### src/rtl/abs_pkg.sv
// -----------------------------------------------------------------------------
// abs_pkg
// Shared types and default constants for the multi-wheel ABS controller.
//   abs_state_t : per-wheel brake-modulation state (IDLE, APPLY, RELEASE, HOLD)
//   DEF_*       : default parameter values used by the top and the channels
//   max_int     : elaboration-time helper that sizes the per-wheel counter
// Configuration macro used elsewhere in the slice: ABS_OBJECT_BRAKE_EN
// -----------------------------------------------------------------------------
package abs_pkg;

    typedef enum logic [1:0] {
        IDLE    = 2'd0,
        APPLY   = 2'd1,
        RELEASE = 2'd2,
        HOLD    = 2'd3
    } abs_state_t;

    localparam int DEF_NUM_WHEELS     = 4;
    localparam int DEF_SPEED_W        = 8;
    localparam int DEF_SLIP_THRESH    = 10;
    localparam int DEF_MIN_SPEED      = 5;
    localparam int DEF_RELEASE_CYCLES = 4;
    localparam int DEF_HOLD_CYCLES    = 6;

    function automatic int max_int(input int a, input int b);
        return (a > b) ? a : b;
    endfunction

endpackage

### src/rtl/abs_wheel_channel.sv
// -----------------------------------------------------------------------------
// abs_wheel_channel
// One wheel's brake-modulation FSM plus its release/hold down-counter.
// Ports:
//   clk     in   clock, posedge
//   rst     in   asynchronous active-low reset
//   req_q   in   registered brake request (shared by all wheels)
//   slip    in   ref speed minus this wheel's speed, SPEED_W bits unsigned
//   ref_ok  in   reference speed is at or above the minimum for slip control
//   brake   out  brake command (APPLY or HOLD)
//   active  out  ABS intervening on this wheel (RELEASE or HOLD)
// Both outputs decode registered state only.
// -----------------------------------------------------------------------------
module abs_wheel_channel
    import abs_pkg::*;
#(
    parameter int SPEED_W        = DEF_SPEED_W,
    parameter int SLIP_THRESH    = DEF_SLIP_THRESH,
    parameter int RELEASE_CYCLES = DEF_RELEASE_CYCLES,
    parameter int HOLD_CYCLES    = DEF_HOLD_CYCLES
) (
    input  logic               clk,
    input  logic               rst,
    input  logic               req_q,
    input  logic [SPEED_W-1:0] slip,
    input  logic               ref_ok,
    output logic               brake,
    output logic               active
);

    localparam int CNT_W = $clog2(max_int(RELEASE_CYCLES, HOLD_CYCLES) + 1);

    localparam logic [SPEED_W-1:0] THRESH_V  = SPEED_W'(SLIP_THRESH);
    localparam logic [CNT_W-1:0]   REL_LOAD  = CNT_W'(RELEASE_CYCLES - 1);
    localparam logic [CNT_W-1:0]   HOLD_LOAD = CNT_W'(HOLD_CYCLES - 1);
    localparam logic [CNT_W-1:0]   CNT_ONE   = CNT_W'(1);

    abs_state_t       state_q, state_d;
    logic [CNT_W-1:0] cnt_q, cnt_d;
    logic             rel_cond;

    // Strictly greater than the threshold; gated off at low reference speed.
    assign rel_cond = ref_ok && (slip > THRESH_V);

    always_comb begin
        state_d = state_q;
        cnt_d   = cnt_q;
        case (state_q)
            IDLE: begin
                if (req_q) begin
                    state_d = APPLY;
                end
            end
            APPLY: begin
                if (!req_q) begin
                    state_d = IDLE;
                    cnt_d   = '0;
                end else if (rel_cond) begin
                    state_d = RELEASE;
                    cnt_d   = REL_LOAD;
                end
            end
            RELEASE: begin
                // Request loss wins over counter expiry.
                if (!req_q) begin
                    state_d = IDLE;
                    cnt_d   = '0;
                end else if (cnt_q == '0) begin
                    if (rel_cond) begin
                        // Slip persists: extend by another full release pulse.
                        cnt_d = REL_LOAD;
                    end else begin
                        state_d = HOLD;
                        cnt_d   = HOLD_LOAD;
                    end
                end else begin
                    cnt_d = cnt_q - CNT_ONE;
                end
            end
            HOLD: begin
                // Slip is deliberately ignored here so the wheel gets braked
                // for the full hold time before it can be released again.
                if (!req_q) begin
                    state_d = IDLE;
                    cnt_d   = '0;
                end else if (cnt_q == '0) begin
                    state_d = APPLY;
                end else begin
                    cnt_d = cnt_q - CNT_ONE;
                end
            end
            default: begin
                state_d = IDLE;
                cnt_d   = '0;
            end
        endcase
    end

    always_ff @(posedge clk or negedge rst) begin
        if (!rst) begin
            state_q <= IDLE;
            cnt_q   <= '0;
        end else begin
            state_q <= state_d;
            cnt_q   <= cnt_d;
        end
    end

    assign brake  = (state_q == APPLY)   || (state_q == HOLD);
    assign active = (state_q == RELEASE) || (state_q == HOLD);

endmodule

### src/rtl/abs_multi_wheel_controller.sv
// -----------------------------------------------------------------------------
// abs_multi_wheel_controller
// Multi-wheel anti-lock brake controller. Registers wheel speeds and the brake
// request, derives a reference speed as the maximum registered wheel speed,
// and runs one abs_wheel_channel per wheel on its slip against that reference.
// Ports:
//   clk              in   clock, posedge
//   rst              in   asynchronous active-low reset
//   brake_pedal      in   driver brake request
//   Object_detected  in   emergency brake request (used only when
//                         ABS_OBJECT_BRAKE_EN is defined)
//   wheel_speed      in   packed speeds, wheel i at [i*SPEED_W +: SPEED_W]
//   brake_signal     out  per-wheel brake command
//   abs_active       out  per-wheel ABS intervention flag
// Macro: ABS_OBJECT_BRAKE_EN - when defined, Object_detected also requests
// braking; otherwise only brake_pedal does.
// Latency: inputs before edge k affect outputs after edge k+1.
// -----------------------------------------------------------------------------
module abs_multi_wheel_controller
    import abs_pkg::*;
#(
    parameter int NUM_WHEELS     = DEF_NUM_WHEELS,
    parameter int SPEED_W        = DEF_SPEED_W,
    parameter int SLIP_THRESH    = DEF_SLIP_THRESH,
    parameter int MIN_SPEED      = DEF_MIN_SPEED,
    parameter int RELEASE_CYCLES = DEF_RELEASE_CYCLES,
    parameter int HOLD_CYCLES    = DEF_HOLD_CYCLES
) (
    input  logic                          clk,
    input  logic                          rst,
    input  logic                          brake_pedal,
    input  logic                          Object_detected,
    input  logic [NUM_WHEELS*SPEED_W-1:0] wheel_speed,
    output logic [NUM_WHEELS-1:0]         brake_signal,
    output logic [NUM_WHEELS-1:0]         abs_active
);

    localparam logic [SPEED_W-1:0] MIN_V = SPEED_W'(MIN_SPEED);

    logic [NUM_WHEELS*SPEED_W-1:0] spd_q;
    logic [SPEED_W-1:0]            ref_q, ref_d;
    logic                          req_q, req_d;
    logic                          ref_ok;

`ifdef ABS_OBJECT_BRAKE_EN
    assign req_d = brake_pedal | Object_detected;
`else
    logic unused_object_detected;
    assign unused_object_detected = Object_detected;
    assign req_d = brake_pedal;
`endif

    // Linear max chain over the raw inputs; its result is registered together
    // with the speeds so ref_q and spd_q always describe the same sample.
    logic [SPEED_W-1:0] max_chain [NUM_WHEELS+1];
    assign max_chain[0] = '0;

    generate
        for (genvar gi = 0; gi < NUM_WHEELS; gi++) begin : g_max
            assign max_chain[gi+1] =
                (wheel_speed[gi*SPEED_W +: SPEED_W] > max_chain[gi])
                    ? wheel_speed[gi*SPEED_W +: SPEED_W]
                    : max_chain[gi];
        end
    endgenerate

    assign ref_d = max_chain[NUM_WHEELS];

    always_ff @(posedge clk or negedge rst) begin
        if (!rst) begin
            spd_q <= '0;
            ref_q <= '0;
            req_q <= 1'b0;
        end else begin
            spd_q <= wheel_speed;
            ref_q <= ref_d;
            req_q <= req_d;
        end
    end

    assign ref_ok = (ref_q >= MIN_V);

    generate
        for (genvar gi = 0; gi < NUM_WHEELS; gi++) begin : g_wheel
            logic [SPEED_W-1:0] slip;
            // ref_q is the max of spd_q, so this never wraps.
            assign slip = ref_q - spd_q[gi*SPEED_W +: SPEED_W];

            abs_wheel_channel #(
                .SPEED_W        (SPEED_W),
                .SLIP_THRESH    (SLIP_THRESH),
                .RELEASE_CYCLES (RELEASE_CYCLES),
                .HOLD_CYCLES    (HOLD_CYCLES)
            ) u_channel (
                .clk    (clk),
                .rst    (rst),
                .req_q  (req_q),
                .slip   (slip),
                .ref_ok (ref_ok),
                .brake  (brake_signal[gi]),
                .active (abs_active[gi])
            );
        end
    endgenerate

endmodule
### config.mk
export PLATFORM = sky130hd
export DESIGN_NAME = abs_multi_wheel_controller
export DESIGN_NICKNAME = d
export VERILOG_FILES = /design/src/rtl/abs_pkg.sv /design/src/rtl/abs_wheel_channel.sv /design/src/rtl/abs_multi_wheel_controller.sv
export SDC_FILE = /design/constraint.sdc
export NUM_CORES = 1
export LEC_CHECK = 0
export ABC_AREA = 0
export ABC_CLOCK_PERIOD_IN_PS = 7000
export BUFFER_PORTS_ARGS = -buffer_cell sky130_fd_sc_hd__buf_2
export CAP_MARGIN = 20
export CORE_MARGIN = 3
export CORE_UTILIZATION = 40
export DETAILED_ROUTE_END_ITERATION = 10
export MAX_ROUTING_LAYER = met4
export REMOVE_ABC_BUFFERS = 1
export SYNTH_ARGS = -nofsm -noshare
export SYNTH_HDL_FRONTEND = slang
export SYNTH_HIERARCHICAL = 1
export SYNTH_SLANG_ARGS = --single-unit
### constraint.sdc
create_clock -name clk -period 7 [get_ports clk]
set_input_delay 1.05 -clock clk [delete_from_list [all_inputs] [get_ports clk]]
set_output_delay 1.05 -clock clk [all_outputs]
set_load 0.1 [all_outputs]
# After elaboration in Yosys (flattened, before gate mapping)
# Index checks and enable logic that the tools add are counted.
[word_totals] ff_bits=61 rom_bits=0 latchBits=0 output_inout_bits=8 n_memories=0 ramBits=0
[classes] multipliers=0 n_lt_le_gt_ge=9 bitwise_logic=0 n_addsub=8 n_reduce_logical=32 n_eq_ne=36 shifts=0 mux=69 n_div=0
[ops] op="$mux W3" n=28
[ops] op="$mux W2" n=29
[ops] op="$ne A3 B2 Y1 const B" n=12
[ops] op="$pmux W3 S3" n=4
[ops] op="$gt A8 B4 Y1 const B" n=4
[ops] op="$mux W8" n=4
[ops] op="$pmux W2 S4" n=4
[ops] op="$sub A8 B8 Y8" n=4
[ops] op="$gt A8 B8 Y1" n=3
[ops] op="$ne A3 B3 Y1 const B" n=8
[ops] op="$reduce_and A5 Y1" n=4
[ops] op="$eq A2 B2 Y1 const B" n=8
[ops] op="$logic_not A3 Y1" n=4
[ops] op="$reduce_and A3 Y1" n=4
[ops] op="$reduce_bool A3 Y1" n=4
[ops] op="$sub A3 B1 Y3 const B" n=4
[ops] op="$eq A2 B1 Y1 const B" n=4
[ops] op="$ge A8 B3 Y1 const B" n=1
[ops] op="$gt A8 B1 Y1 const B" n=1
[ops] op="$logic_not A2 Y1" n=4
[ops] op="$logic_or A1 B1 Y1" n=8
[ops] op="$ne A2 B2 Y1 const B" n=4
[ops] op="$logic_and A1 B1 Y1" n=4

# Logic depth before layout (Yosys ltp)
# Gate-level depths: netlist of run 1.
[logic_depth] ltp_word=8 depth_mapped=23 mapped_depth_nobuf=21

# Modules after synthesis
# The synthesis of run 1 kept the hierarchy.
[by_module_without_submodules] mod="abs_multi_wheel_controller" cells_each=337 instances=1 area_each_um2=3188.1
[by_module_without_submodules] mod="abs_wheel_channel (g_wheel[0].u_channel ...)" cells_each=48 instances=3 area_each_um2=417.9
[by_module_without_submodules] mod="abs_wheel_channel (g_wheel[3].u_channel)" cells_each=55 instances=1 area_each_um2=462.9

# Worst setup path before layout of run 1
# Ideal clock, no wire load.
[synth_path] path_type="input -> register" start="input port wheel_speed[5]" end="register ref_q[0]" arrival_time_ns=5.196 setup_ns=0.125 slack_ns=1.680 required_time_ns=6.875 stages=22 cell_sequence="inv_1 > ha_1 > a211oi_2 > nor2_1 > or2_4 > o22ai_4 > mux2i_1 > ha_1 > nor2b_1 > o211ai_1 > a211oi_1 > nor2_1 > clkbuf_1 > nor2_1 > a21o_1 > ha_1 > nor2b_1 > o211ai_1 > a21oi_1 > o22ai_1 > buf_2 > mux2_2"
[synth_lines] element="start: declaration" line_no="abs_multi_wheel_controller.sv:33" source="input logic [NUM_WHEELS*SPEED_W-1:0] wheel_speed,"
[synth_lines] element="end signal: assignment" line_no="abs_multi_wheel_controller.sv:76" source="ref_q <= ref_d;"
[synth_lines] element="end: declaration" line_no="abs_multi_wheel_controller.sv:41" source="logic [SPEED_W-1:0] ref_q, ref_d;"

==> implementation parameters, run 1 <==
Parameter                              Value

Run status
  Status    finished, final reports clean

Place
  Port Buffer Count    42
  Pre-CTS worst setup slack    1222 ps
  Dpl hpwl    8021 um
  Routability cong.    0.9053
  Placed instance count    702

Min path
  Endpoint with the worst hold slack    g_wheel[0].u_channel/cnt_q[1]
  Min-Delay Startpoint    g_wheel[0].u_channel/cnt_q[1]
  Worst hold path depth    2
  Worst min-delay path category    flop to flop

Synthesis
  Cell Area, Synth    0.004905 mm2
  Cell type contributing the most total cell area after synthesis    sky130_fd_sc_hd__dfrtp_1
  Leading register cell type out of synthesis    sky130_fd_sc_hd__dfrtp_1
  Share of flip-flops with an asynchronous set or reset    100.0%
  Warnings, synthesis    6
  Share of the yosys chip area belonging to registers    31.12%
  Gate Count Post-Synth    536
  Post-synthesis sequential element count    61
  Most used standard cells in the synthesized netlist    sky130_fd_sc_hd__inv_1, sky130_fd_sc_hd__dfrtp_1, sky130_fd_sc_hd__ha_1
  Distinct cell type count after synthesis    57
  Post-synthesis area per instance    9.151 um2
  Fraction of post-synthesis cell area in the top cell type by area    31.12%
  Number of flops mapped to enable cells by yosys    0
  Most frequent cell after synthesis    sky130_fd_sc_hd__inv_1
  Leading post-synthesis cells by cell area    sky130_fd_sc_hd__dfrtp_1, sky130_fd_sc_hd__ha_1, sky130_fd_sc_hd__xnor2_1

Route
  DRC marker count from the first detailed-route iteration    148
  Detailed-route DRC error count    0
  Average detailed-routed wire length per instance    14.21 um
  Overall routed net length    10200 um
  Number of vias after detailed routing    3808
  Average via count per standard cell    5.304
  Number of iterations in the first detailed-routing pass    4
  Number of nets still failing antenna checks after routing    0

Worst setup path
  FF-to-FF End    g_wheel[1].u_channel/cnt_q[2]
  Startpoint Class    input pin
  R2R depth    12
  Standard cell with the maximum stage delay on the critical path    sky130_fd_sc_hd__mux2i_1
  Setup slack of the worst register-to-register path    4000 ps
  Reg-to-reg critical path startpoint    ref_q[1]
  Type of the worst setup path    input pin to flop
  CP Data Required Time    7180 ps
  Critical path's largest stage delay    490 ps
  Crit Path Max Fanout    23
  Chain of cells forming the critical path    buf_2 -> inv_1 -> ha_1 -> a211oi_2 -> nor2_1 -> or2_4 -> o22ai_4 -> mux2i_1 -> ha_1 -> nand4_1 -> nor2_1 -> a211oi_1 -> nor2_1 -> buf_4 -> a21o_1 -> ha_1 -> nor2b_1 -> o211ai_1 -> a21oi_1 -> o22ai_1 -> buf_4 -> and2_1 -> a211oi_2
  Crit path DAT    5640 ps
  Critical path capture point type    flop

Timing
  Unrepaired setup endpoints after global routing    no
  TNS Setup    0 ps
  Worst slew pin tran    792.7 ps
  Max transition margin    47.16%
  Final hold vios    0
  Final Max Slew Viols    0
  Final Cycle Share    77.93%
  Achievable Freq    183.3 MHz
  Final setup fails    0
  Minimum setup slack in the final design    1545 ps
  Post-route clock skew    5.009 ps
  Clock period minus final worst setup slack    5455 ps

Clock network
  Cts repair resizes    0
  Total setup buffers inserted after CTS    0
  Number of buffers created by CTS    9
  CTS max path bufs    2
  CTS H-tree lvls    3
  Clock latency at the later pin of the worst-skew pair    320 ps
  Hold-fix buffers, CTS    0
  Clock edge transition at the registers on the reported setup and hold paths    50 ps
  Num Clock Sinks    61
  TritonCTS clock tree    yes
  Cell chosen for the clock root    sky130_fd_sc_hd__clkbuf_16

Layout
  N_diodes    0
  Area added between synthesis and finish    12.45%
  FF+latch area    0.001526 mm2
  Final Instance Count excl. Fillers    718
  Final design utilization    47.09%
  Area of the multi-input gates    0.003052 mm2
  NumNets Final    670
  Ratio of cells with drive above 1 in the final layout    15.48%
  Number of filler instances in the final layout    1107

Global route
  Total global routing overflow    0
  Wire length of the first global-routing pass    17690 um
  Vias in the first global route    3697
  Overall track demand over capacity in global routing    16.69%
  Initial antenna violation count    0
  Largest net degree at the start of global routing    62

Power
  Static Leakage    2.596 nW
  Power density over cell area    407.8 mW/mm2
  Peak supply drop    0.1456 mV

Floorplan
  Vertical extent of the die    116.7 um
  Floorplan die width    116.7 um
  Number of top-level pins    44
  Number of rows in the core area    39
  Overall die area    0.01363 mm2
  Starting density of the core    41.88%
  Core Area    0.01171 mm2

Job
  Count of max-cap constraint violations    0
[layout make-up]
type / count / area share [%]
inverters: 62 / 4.220
well taps: 143 / 3.244
repair buffers: 45 / 4.220
flip-flops and latches: 61 / 27.68
clock inverters: 6 / 1.157
multi-input cells: 391 / 55.33
clock buffers: 10 / 4.152
[cells by family after synthesis]
family                   share of synthesized area [%]
buffers and inverters                            6.658
flip-flops                                       31.12
multiplexers                                     2.270
adder cells (fa/ha/maj)                          16.94
AND/OR/NAND/NOR                                  15.05
XOR/XNOR                                         5.536
AO/OA/AOI/OAI                                    22.42
[critical path: cells and delay by family]
| kind | cells | cell delay (ps) |
|---|---|---|
| AO/OA/AOI/OAI | 8 | 1400 |
| adder cells (fa/ha/maj) | 3 | 930 |
| buffers and inverters | 4 | 570 |
| multiplexers | 1 | 490 |
| AND/OR/NAND/NOR | 7 | 1160 |
[how the worst max path moves through the flow]
stage | slack, ps | cells past startpoint | end | startpoint
after CTS | 1560 | 23 | ref_q[1] | wheel_speed[5]
after detailed placement | 1220 | 23 | ref_q[4] | wheel_speed[5]
after global placement | 1300 | 24 | ref_q[5] | wheel_speed[5]
after global routing | 1190 | 24 | ref_q[3] | wheel_speed[5]
final | 1550 | 23 | ref_q[4] | wheel_speed[5]
after floorplan | 1110 | 21 | ref_q[1] | wheel_speed[5]
[layer usage]
layer	global-route usage (%)	vias to the layer above	share of wire (%)
li1	-	1960	-
met1	23.11	1779	50
met2	25.60	59	47
met3	2.228	10	2.6
met4	4.893	0	1.1
met5	-	-	0
[through the flow]
step	hold slack [ps]	total power [mW]	cell area, um2
floorplan	509.4	1.573	4811
global placement	531.1	1.791	5223
detailed placement	537.7	1.824	5223
CTS	556.3	2.269	5515
global route	580.2	2.451	5515
finish	549.5	2.249	5515
[registers in the layout, indices dropped and copies added, names as in the netlist]
name and count:
spd_q 32, g_wheel.u_channel/cnt_q 12, g_wheel.u_channel/state_q 8, ref_q 8
req_q 1
[cell usage in the layout (no fill, tap or decap), types with 4 or more instances in the layout]
cell type	Yosys	layout
sky130_fd_sc_hd__o41ai_1	4	4
sky130_fd_sc_hd__nand2_1	27	27
sky130_fd_sc_hd__a211oi_1	7	7
sky130_fd_sc_hd__nand3_1	6	6
sky130_fd_sc_hd__nor2_1	47	47
sky130_fd_sc_hd__a21o_1	8	8
sky130_fd_sc_hd__ha_1	60	60
sky130_fd_sc_hd__o21a_1	6	6
sky130_fd_sc_hd__nor3_1	5	5
sky130_fd_sc_hd__mux2i_1	10	10
sky130_fd_sc_hd__a21oi_1	24	24
sky130_fd_sc_hd__a211oi_2	8	8
sky130_fd_sc_hd__or2_2	4	4
sky130_fd_sc_hd__o211ai_1	9	9
sky130_fd_sc_hd__fa_1	4	4
sky130_fd_sc_hd__nand4_1	6	6
sky130_fd_sc_hd__nand2b_1	11	11
sky130_fd_sc_hd__buf_2	5	42
sky130_fd_sc_hd__dfrtp_1	61	61
sky130_fd_sc_hd__nor2b_1	23	23
sky130_fd_sc_hd__inv_1	62	62
sky130_fd_sc_hd__o21ai_0	26	26
sky130_fd_sc_hd__o21ai_2	4	4
sky130_fd_sc_hd__a21boi_0	5	5
sky130_fd_sc_hd__nor3b_1	9	9
sky130_fd_sc_hd__o221ai_1	5	5
sky130_fd_sc_hd__xnor2_1	28	28
sky130_fd_sc_hd__clkbuf_16	0	9
[power breakdown]
group	internal [mW]	switching (mW)	leakage, nW
logic	0.502	0.738	1.73
clock network	0.275	0.158	0.138
registers	0.436	0.140	0.726
Note: power is estimated with default switching activity, not from simulation.
==> run 2, diff against run 1 <==
--- a/config.mk
+++ b/config.mk
@@ -5,8 +5,8 @@
 export SDC_FILE = /design/constraint.sdc
 export NUM_CORES = 1
 export LEC_CHECK = 0
-export ABC_AREA = 0
-export ABC_CLOCK_PERIOD_IN_PS = 7000
+export ABC_AREA = 1
+export ABC_CLOCK_PERIOD_IN_PS = 4500
 export BUFFER_PORTS_ARGS = -buffer_cell sky130_fd_sc_hd__buf_2
 export CAP_MARGIN = 20
 export CORE_MARGIN = 3
==> constraint.sdc (replaced) <==
create_clock -name clk -period 4.5 [get_ports clk]
set_input_delay 0.675 -clock clk [delete_from_list [all_inputs] [get_ports clk]]
set_output_delay 0.675 -clock clk [all_outputs]
set_load 0.1 [all_outputs]
==> implementation parameters, run 2 <==
Parameter                              Value

Timing
  Final Cycle Share    89.19%
  Minimum setup slack in the final design    486.5 ps (was 1545 ps)
  Max transition margin    47.88% (was 47.16%)
  Post-route clock skew    5.980 ps (was 5.009 ps)
  Clock period minus final worst setup slack    4014 ps
  Unrepaired setup endpoints after global routing    no (unchanged)
  Final hold vios    0 (unchanged)
  Worst slew pin tran    781.8 ps (was 792.7 ps)
  Final Max Slew Viols    0 (unchanged)
  Final setup fails    0 (unchanged)
  Achievable Freq    249.2 MHz
  TNS Setup    0 ps (unchanged)

Synthesis
  Distinct cell type count after synthesis    37 (was 57)
  Cell type contributing the most total cell area after synthesis    sky130_fd_sc_hd__dfrtp_1 (unchanged)
  Post-synthesis area per instance    7.564 um2 (was 9.151 um2)
  Post-synthesis sequential element count    61 (unchanged)
  Warnings, synthesis    6 (unchanged)
  Leading post-synthesis cells by cell area    sky130_fd_sc_hd__dfrtp_1, sky130_fd_sc_hd__ha_1, sky130_fd_sc_hd__nand2_1 (was sky130_fd_sc_hd__dfrtp_1, sky130_fd_sc_hd__ha_1, sky130_fd_sc_hd__xnor2_1)
  Most used standard cells in the synthesized netlist    sky130_fd_sc_hd__nand2_1, sky130_fd_sc_hd__inv_1, sky130_fd_sc_hd__dfrtp_1 (was sky130_fd_sc_hd__inv_1, sky130_fd_sc_hd__dfrtp_1, sky130_fd_sc_hd__ha_1)
  Share of the yosys chip area belonging to registers    28.79% (was 31.12%)
  Gate Count Post-Synth    701 (was 536)
  Most frequent cell after synthesis    sky130_fd_sc_hd__nand2_1 (was sky130_fd_sc_hd__inv_1)
  Number of flops mapped to enable cells by yosys    0 (unchanged)
  Leading register cell type out of synthesis    sky130_fd_sc_hd__dfrtp_1 (unchanged)
  Fraction of post-synthesis cell area in the top cell type by area    28.79% (was 31.12%)
  Share of flip-flops with an asynchronous set or reset    100.0% (unchanged)
  Cell Area, Synth    0.005303 mm2 (was 0.004905 mm2)

Job
  Count of max-cap constraint violations    0 (unchanged)

Clock network
  Clock latency at the later pin of the worst-skew pair    320 ps (about the same)
  Number of buffers created by CTS    9 (unchanged)
  TritonCTS clock tree    yes (unchanged)
  Clock edge transition at the registers on the reported setup and hold paths    50 ps (about the same)
  Num Clock Sinks    61 (unchanged)
  Cts repair resizes    0 (unchanged)
  Hold-fix buffers, CTS    0 (unchanged)
  CTS H-tree lvls    3 (unchanged)
  Total setup buffers inserted after CTS    0 (unchanged)
  CTS max path bufs    2 (unchanged)
  Cell chosen for the clock root    sky130_fd_sc_hd__clkbuf_16 (unchanged)

Layout
  Number of filler instances in the final layout    1278 (was 1107)
  Post-Layout Inst Area    0.005962 mm2 (was 0.005515 mm2)
  Top flop regs    spd_q: 32 flops, g_wheel.u_channel/cnt_q: 12 flops (unchanged)
  Ratio of cells with drive above 1 in the final layout    17.02% (was 15.48%)
  NumNets Final    841 (was 670)
  Number of flip-flops under the largest register name    32 (unchanged)
  Commonest non-fill, non-tap cell in the layout    sky130_fd_sc_hd__nand2_1 (was sky130_fd_sc_hd__inv_1)
  Final design utilization    46.67% (was 47.09%)
  Reg with most FFs    spd_q (unchanged)
  Commonest cells after routing, fill and taps aside    sky130_fd_sc_hd__nand2_1, sky130_fd_sc_hd__inv_1, sky130_fd_sc_hd__dfrtp_1 (was sky130_fd_sc_hd__inv_1, sky130_fd_sc_hd__dfrtp_1, sky130_fd_sc_hd__ha_1)
  Area added between synthesis and finish    12.44% (was 12.45%)

Worst setup path
  Crit path DAT    4220 ps (was 5640 ps)
  Worst path depth    27 (was 23)
  Endpoint of the most critical setup path    ref_q[1] (was ref_q[4])
  Crit Path Max Fanout    9 (was 23)
  Type of the worst setup path    input pin to flop (unchanged)
  Gate family responsible for the most delay along the worst path    simple AND/OR/NAND/NOR gates (was compound AO/OA/AOI/OAI gates)
  Worst setup startpoint    wheel_speed[7] (was wheel_speed[5])
  Setup slack of the worst register-to-register path    1660 ps (was 4000 ps)
  CP Data Required Time    4700 ps (was 7180 ps)
  Startpoint Class    input pin (unchanged)
  Critical path capture point type    flop (unchanged)
  Standard cell with the maximum stage delay on the critical path    sky130_fd_sc_hd__ha_1 (was sky130_fd_sc_hd__mux2i_1)
  Reg-to-reg critical path startpoint    ref_q[1] (unchanged)
  Critical path's largest stage delay    300 ps (was 490 ps)
  FF-to-FF End    g_wheel[0].u_channel/cnt_q[1] (was g_wheel[1].u_channel/cnt_q[2])
  R2R depth    17 (was 12)
  Most common cell on crit path    sky130_fd_sc_hd__nand2_1
  Crit path buf inv count    5 (was 4)

Floorplan
  Overall die area    0.01467 mm2 (was 0.01363 mm2)
  Starting density of the core    41.51% (was 41.88%)
  Vertical extent of the die    121.1 um (was 116.7 um)
  Number of top-level pins    44 (unchanged)
  Core Area    0.01277 mm2 (was 0.01171 mm2)
  Number of rows in the core area    41 (was 39)
  Floorplan die width    121.1 um (was 116.7 um)

Place
  Routability cong.    0.8820 (was 0.9053)
  Placed Instance Area    0.005633 mm2 (was 0.005223 mm2)
  Pre-CTS worst setup slack    170.0 ps (was 1222 ps)
  Dpl hpwl    9328 um (was 8021 um)
  Port Buffer Count    42 (unchanged)

Route
  Average via count per standard cell    4.733 (was 5.304)
  Detailed-route DRC error count    0 (unchanged)
  Highest routed layer    met4 (unchanged)
  Number of vias after detailed routing    4350 (was 3808)
  DRC marker count from the first detailed-route iteration    276 (was 148)
  Met2 wire length    5487 um (was 4749 um)
  Met1 routed wirelength after detailed routing    5474 um (was 5069 um)
  Number of nets still failing antenna checks after routing    0 (unchanged)
  Met3 WL post-DR    426 um (was 266 um)
  Number of iterations in the first detailed-routing pass    4 (unchanged)
  Overall routed net length    11560 um (was 10200 um)
  Average detailed-routed wire length per instance    12.58 um (was 14.21 um)

Global route
  Largest net degree at the start of global routing    62 (unchanged)
  Total global routing overflow    0 (unchanged)
  Initial antenna violation count    1 (was 0)
  Overall track demand over capacity in global routing    17.60% (was 16.69%)
  Wire length of the first global-routing pass    19970 um (was 17690 um)
  Vias in the first global route    4348 (was 3697)

Min path
  Worst min-delay path category    input pin to flop (was flop to flop)
  Min-Delay Startpoint    brake_pedal (was g_wheel[0].u_channel/cnt_q[1])

Power
  Static Leakage    3.401 nW (was 2.596 nW)
  Power density over cell area    621.2 mW/mm2 (was 407.8 mW/mm2)
  Final total power    3.704 mW (was 2.249 mW)
  Peak supply drop    0.2338 mV (was 0.1456 mV)

Run status
  Status    finished, final reports clean (unchanged)
## run 2: changes by cell type after synthesis, moves of 11 or more
cell                       delta
sky130_fd_sc_hd__inv_1       +69
sky130_fd_sc_hd__nand2_1    +139
sky130_fd_sc_hd__nand2_2     +19
sky130_fd_sc_hd__nand2b_1    -11
sky130_fd_sc_hd__nand3_1     +30
sky130_fd_sc_hd__nand3_2     +11
sky130_fd_sc_hd__nor2b_1     -23
sky130_fd_sc_hd__o21ai_1     +12
sky130_fd_sc_hd__xnor2_1     -18
sky130_fd_sc_hd__xor2_1      +15
## run 2: worst min-delay path by stage
stage | end | cells after the start
final | req_q | 1
after floorplan | g_wheel[0].u_channel/cnt_q[0] | 0
after CTS | req_q | 1
after global placement | g_wheel[2].u_channel/cnt_q[0] | 2
after global routing | req_q | 1
after detailed placement | g_wheel[1].u_channel/cnt_q[0] | 2
## run 2: cell type report
type	count	area (um2)	area share (%)
Multi-Input combinational cell	489	3157	52.95
Sequential cell	61	1526	25.60
Inverter	137	516.7	8.667
Clock buffer	12	256.5	4.302
Timing Repair Buffer	43	217.7	3.652
Tap cell	172	215.2	3.610
Clock inverter	4	70.07	1.175
Antenna cell	1	2.502	0.04197
## run 2: per-stage QoR
| stage | instances | hold slack [ps] |
|---|---|---|
| floorplan | 687 | 379.4 |
| global placement | 902 | 498.6 |
| detailed placement | 902 | 506.9 |
| CTS | 918 | 456.0 |
| global route | 919 | 457.2 |
| finish | 919 | 469.1 |
## run 2: layer usage
metal / track usage (%) / vias up
met3: 2.564 / 14
met5: - / -
met2: 29.32 / 84
met1: 22.01 / 1971
met4: 6.092 / 0
li1: - / 2281
## run 2: worst register-to-register path, stage by stage (launching register included)
cell and delay (ps):
sky130_fd_sc_hd__dfrtp_1 500, sky130_fd_sc_hd__inv_1 230, sky130_fd_sc_hd__fa_1 470, sky130_fd_sc_hd__o21ai_0 310
sky130_fd_sc_hd__a21oi_1 130, sky130_fd_sc_hd__nor2_1 130, sky130_fd_sc_hd__nor2_1 60, sky130_fd_sc_hd__xnor2_1 110
sky130_fd_sc_hd__inv_1 50, sky130_fd_sc_hd__nand2_1 40, sky130_fd_sc_hd__nor2_1 90, sky130_fd_sc_hd__nand2_1 100
sky130_fd_sc_hd__nand2_1 150, sky130_fd_sc_hd__nand2_2 120, sky130_fd_sc_hd__nand2_4 100, sky130_fd_sc_hd__nor2_2 40
sky130_fd_sc_hd__nand2_1 70, sky130_fd_sc_hd__nand2_1 50
## run 2: logic make-up (layout without fill, tap and decap cells)
family,Yosys count,in the layout,share of synthesized area [%]
DFF,61,61,28.79
adders and majority gates,64,64,15.67
AOI/OAI and AO/OA,83,83,9.957
and+or+nand+nor,314,314,29.28
buffers and inverters,151,196,11.68
other,0,1,0
xor gates and xnor gates,28,28,4.625
## run 2: power breakdown
part	internal (mW)	switching, mW	leakage [nW]
registers	0.667	0.182	0.735
clock network	0.512	0.227	0.163
logic	0.757	1.36	2.50
total	1.94	1.77	3.40
==> run 3, diff against run 2 <==
--- a/config.mk
+++ b/config.mk
@@ -13,6 +13,7 @@
 export CORE_UTILIZATION = 40
 export DETAILED_ROUTE_END_ITERATION = 10
 export MAX_ROUTING_LAYER = met4
+export RECOVER_POWER = 100
 export REMOVE_ABC_BUFFERS = 1
 export SYNTH_ARGS = -nofsm -noshare
 export SYNTH_HDL_FRONTEND = slang
==> implementation parameters, run 3 (synthesis results as in run 2) <==
Parameter                              Value

Run status
  Status    complete, but fails checks (was finished, final reports clean)
  Violated checks    capacitance limit, slew limit

Global route
  Overall track demand over capacity in global routing    17.60% (unchanged)
  Initial antenna violation count    1 (unchanged)
  Largest net degree at the start of global routing    62 (unchanged)
  Wire length of the first global-routing pass    19970 um (unchanged)
  Vias in the first global route    4348 (unchanged)
  Total global routing overflow    0 (unchanged)

Layout
  Number of flip-flops under the largest register name    32 (unchanged)
  Area added between synthesis and finish    10.31% (was 12.44%)
  Final design utilization    45.79% (was 46.67%)
  Top flop regs    spd_q: 32 flops, g_wheel.u_channel/cnt_q: 12 flops (unchanged)
  Reg with most FFs    spd_q (unchanged)
  Ratio of cells with drive above 1 in the final layout    10.46% (was 17.02%)
  Final Instance Count excl. Fillers    919 (unchanged)
  NumNets Final    841 (unchanged)
  FF+latch area    0.001526 mm2 (unchanged)
  Number of filler instances in the final layout    1313 (was 1278)
  Commonest non-fill, non-tap cell in the layout    sky130_fd_sc_hd__nand2_1 (unchanged)
  Post-Layout Inst Area    0.005849 mm2 (was 0.005962 mm2)
  Commonest cells after routing, fill and taps aside    sky130_fd_sc_hd__nand2_1, sky130_fd_sc_hd__inv_1, sky130_fd_sc_hd__dfrtp_1 (unchanged)
  Area of the multi-input gates    0.003090 mm2 (was 0.003157 mm2)

Place
  Placed instance count    902 (unchanged)
  Pre-CTS worst setup slack    170.0 ps (unchanged)
  Routability cong.    0.8820 (unchanged)
  Dpl hpwl    9328 um (unchanged)
  Port Buffer Count    42 (unchanged)
  Placed Instance Area    0.005633 mm2 (unchanged)

Route
  Detailed-route DRC error count    0 (unchanged)
  Number of iterations in the first detailed-routing pass    4 (unchanged)
  Average detailed-routed wire length per instance    12.67 um (was 12.58 um)
  Average via count per standard cell    4.752 (was 4.733)
  Number of nets still failing antenna checks after routing    0 (unchanged)
  DRC marker count from the first detailed-route iteration    239 (was 276)
  Overall routed net length    11640 um (was 11560 um)
  Number of vias after detailed routing    4367 (was 4350)

Worst setup path
  CP Data Required Time    4700 ps (about the same)
  Crit path DAT    4220 ps (about the same)
  Type of the worst setup path    input pin to flop (unchanged)
  Standard cell with the maximum stage delay on the critical path    sky130_fd_sc_hd__ha_1 (unchanged)
  Startpoint Class    input pin (unchanged)
  Critical path capture point type    flop (unchanged)
  Most common cell on crit path    sky130_fd_sc_hd__nand2_1 (unchanged)
  Crit Path Max Fanout    9 (unchanged)
  Critical path's largest stage delay    300 ps (about the same)

Clock network
  Clock edge transition at the registers on the reported setup and hold paths    50 ps (about the same)
  CTS max path bufs    2 (unchanged)
  Cell chosen for the clock root    sky130_fd_sc_hd__clkbuf_16 (unchanged)
  Hold-fix buffers, CTS    0 (unchanged)
  Cts repair resizes    0 (unchanged)
  Num Clock Sinks    61 (unchanged)
  TritonCTS clock tree    yes (unchanged)
  Number of buffers created by CTS    9 (unchanged)
  Clock latency at the later pin of the worst-skew pair    320 ps (about the same)
  CTS H-tree lvls    3 (unchanged)
  Total setup buffers inserted after CTS    0 (unchanged)

Floorplan
  Vertical extent of the die    121.1 um (unchanged)
  Starting density of the core    41.51% (unchanged)
  Overall die area    0.01467 mm2 (unchanged)
  Number of rows in the core area    41 (unchanged)
  Floorplan die width    121.1 um (unchanged)
  Core Area    0.01277 mm2 (unchanged)
  Number of top-level pins    44 (unchanged)

Power
  Power density over cell area    623.1 mW/mm2 (was 621.2 mW/mm2)
  Static Leakage    3.278 nW (was 3.401 nW)
  Peak supply drop    0.2352 mV (was 0.2338 mV)
  Final total power    3.645 mW (was 3.704 mW)

Timing
  Clock period minus final worst setup slack    4020 ps (was 4014 ps)
  Post-route clock skew    5.547 ps (was 5.980 ps)
  Final hold vios    0 (unchanged)
  TNS Setup    0 ps (unchanged)
  Final Cycle Share    89.33% (was 89.19%)
  Minimum setup slack in the final design    480.2 ps (was 486.5 ps)
  Final setup fails    0 (unchanged)
  Final Max Slew Viols    62 (was 0)
  Max transition margin    -119.2% (was 47.88%)
  Achievable Freq    248.8 MHz (was 249.2 MHz)
  Fin Hold WS    469.6 ps (was 469.1 ps)
  Worst slew pin tran    3288 ps (was 781.8 ps)
  Unrepaired setup endpoints after global routing    no (unchanged)

Job
  Count of max-cap constraint violations    1 (was 0)

Min path
  Worst min-delay path category    input pin to flop (unchanged)
run 3: worst paths after layout:
kind | startpoint | to | slack [ps] | depth (start not counted)
max | wheel_speed[5] | ref_q[1] | 480 | 28
min | brake_pedal | req_q | 470 | 1
max reg2reg | ref_q[1] | g_wheel[0].u_channel/cnt_q[1] | 1560 | 17
min reg2reg | g_wheel[1].u_channel/cnt_q[0] | g_wheel[1].u_channel/cnt_q[0] | 510 | 2
max in group asynchronous | rst | ref_q[3] | 1090 | 2
min in group asynchronous | rst | g_wheel[3].u_channel/cnt_q[1] | 1550 | 2
run 3: routing by layer:
metal | part of all wire [%] | global-route usage (%) | up-vias
met5 | 0 | - | -
met4 | 1.9 | 6.092 | 0
met3 | 3.6 | 2.564 | 17
met2 | 47 | 29.32 | 79
met1 | 48 | 22.01 | 1989
li1 | - | - | 2282
run 3: critical path: cells and delay by family:
family | cells | cell delay, ps
adders and majority gates | 3 | 870
and+or+nand+nor | 16 | 1710
AOI/OAI and AO/OA | 4 | 430
buffers and inverters | 5 | 490
run 3: area by class of cell:
cell class | count | share of cell area (%)
multi-input cells | 489 | 52.83
diodes | 1 | 0.04278
repair buffers | 43 | 2.930
clock buffers | 12 | 4.385
flip-flops and latches | 61 | 26.10
clock inverters | 4 | 1.198
well taps | 172 | 3.679
inverters | 137 | 8.834
run 3: where the power goes:
part / internal, mW / switching (mW)
clock network: 0.512 / 0.229
logic: 0.722 / 1.33
registers: 0.667 / 0.184
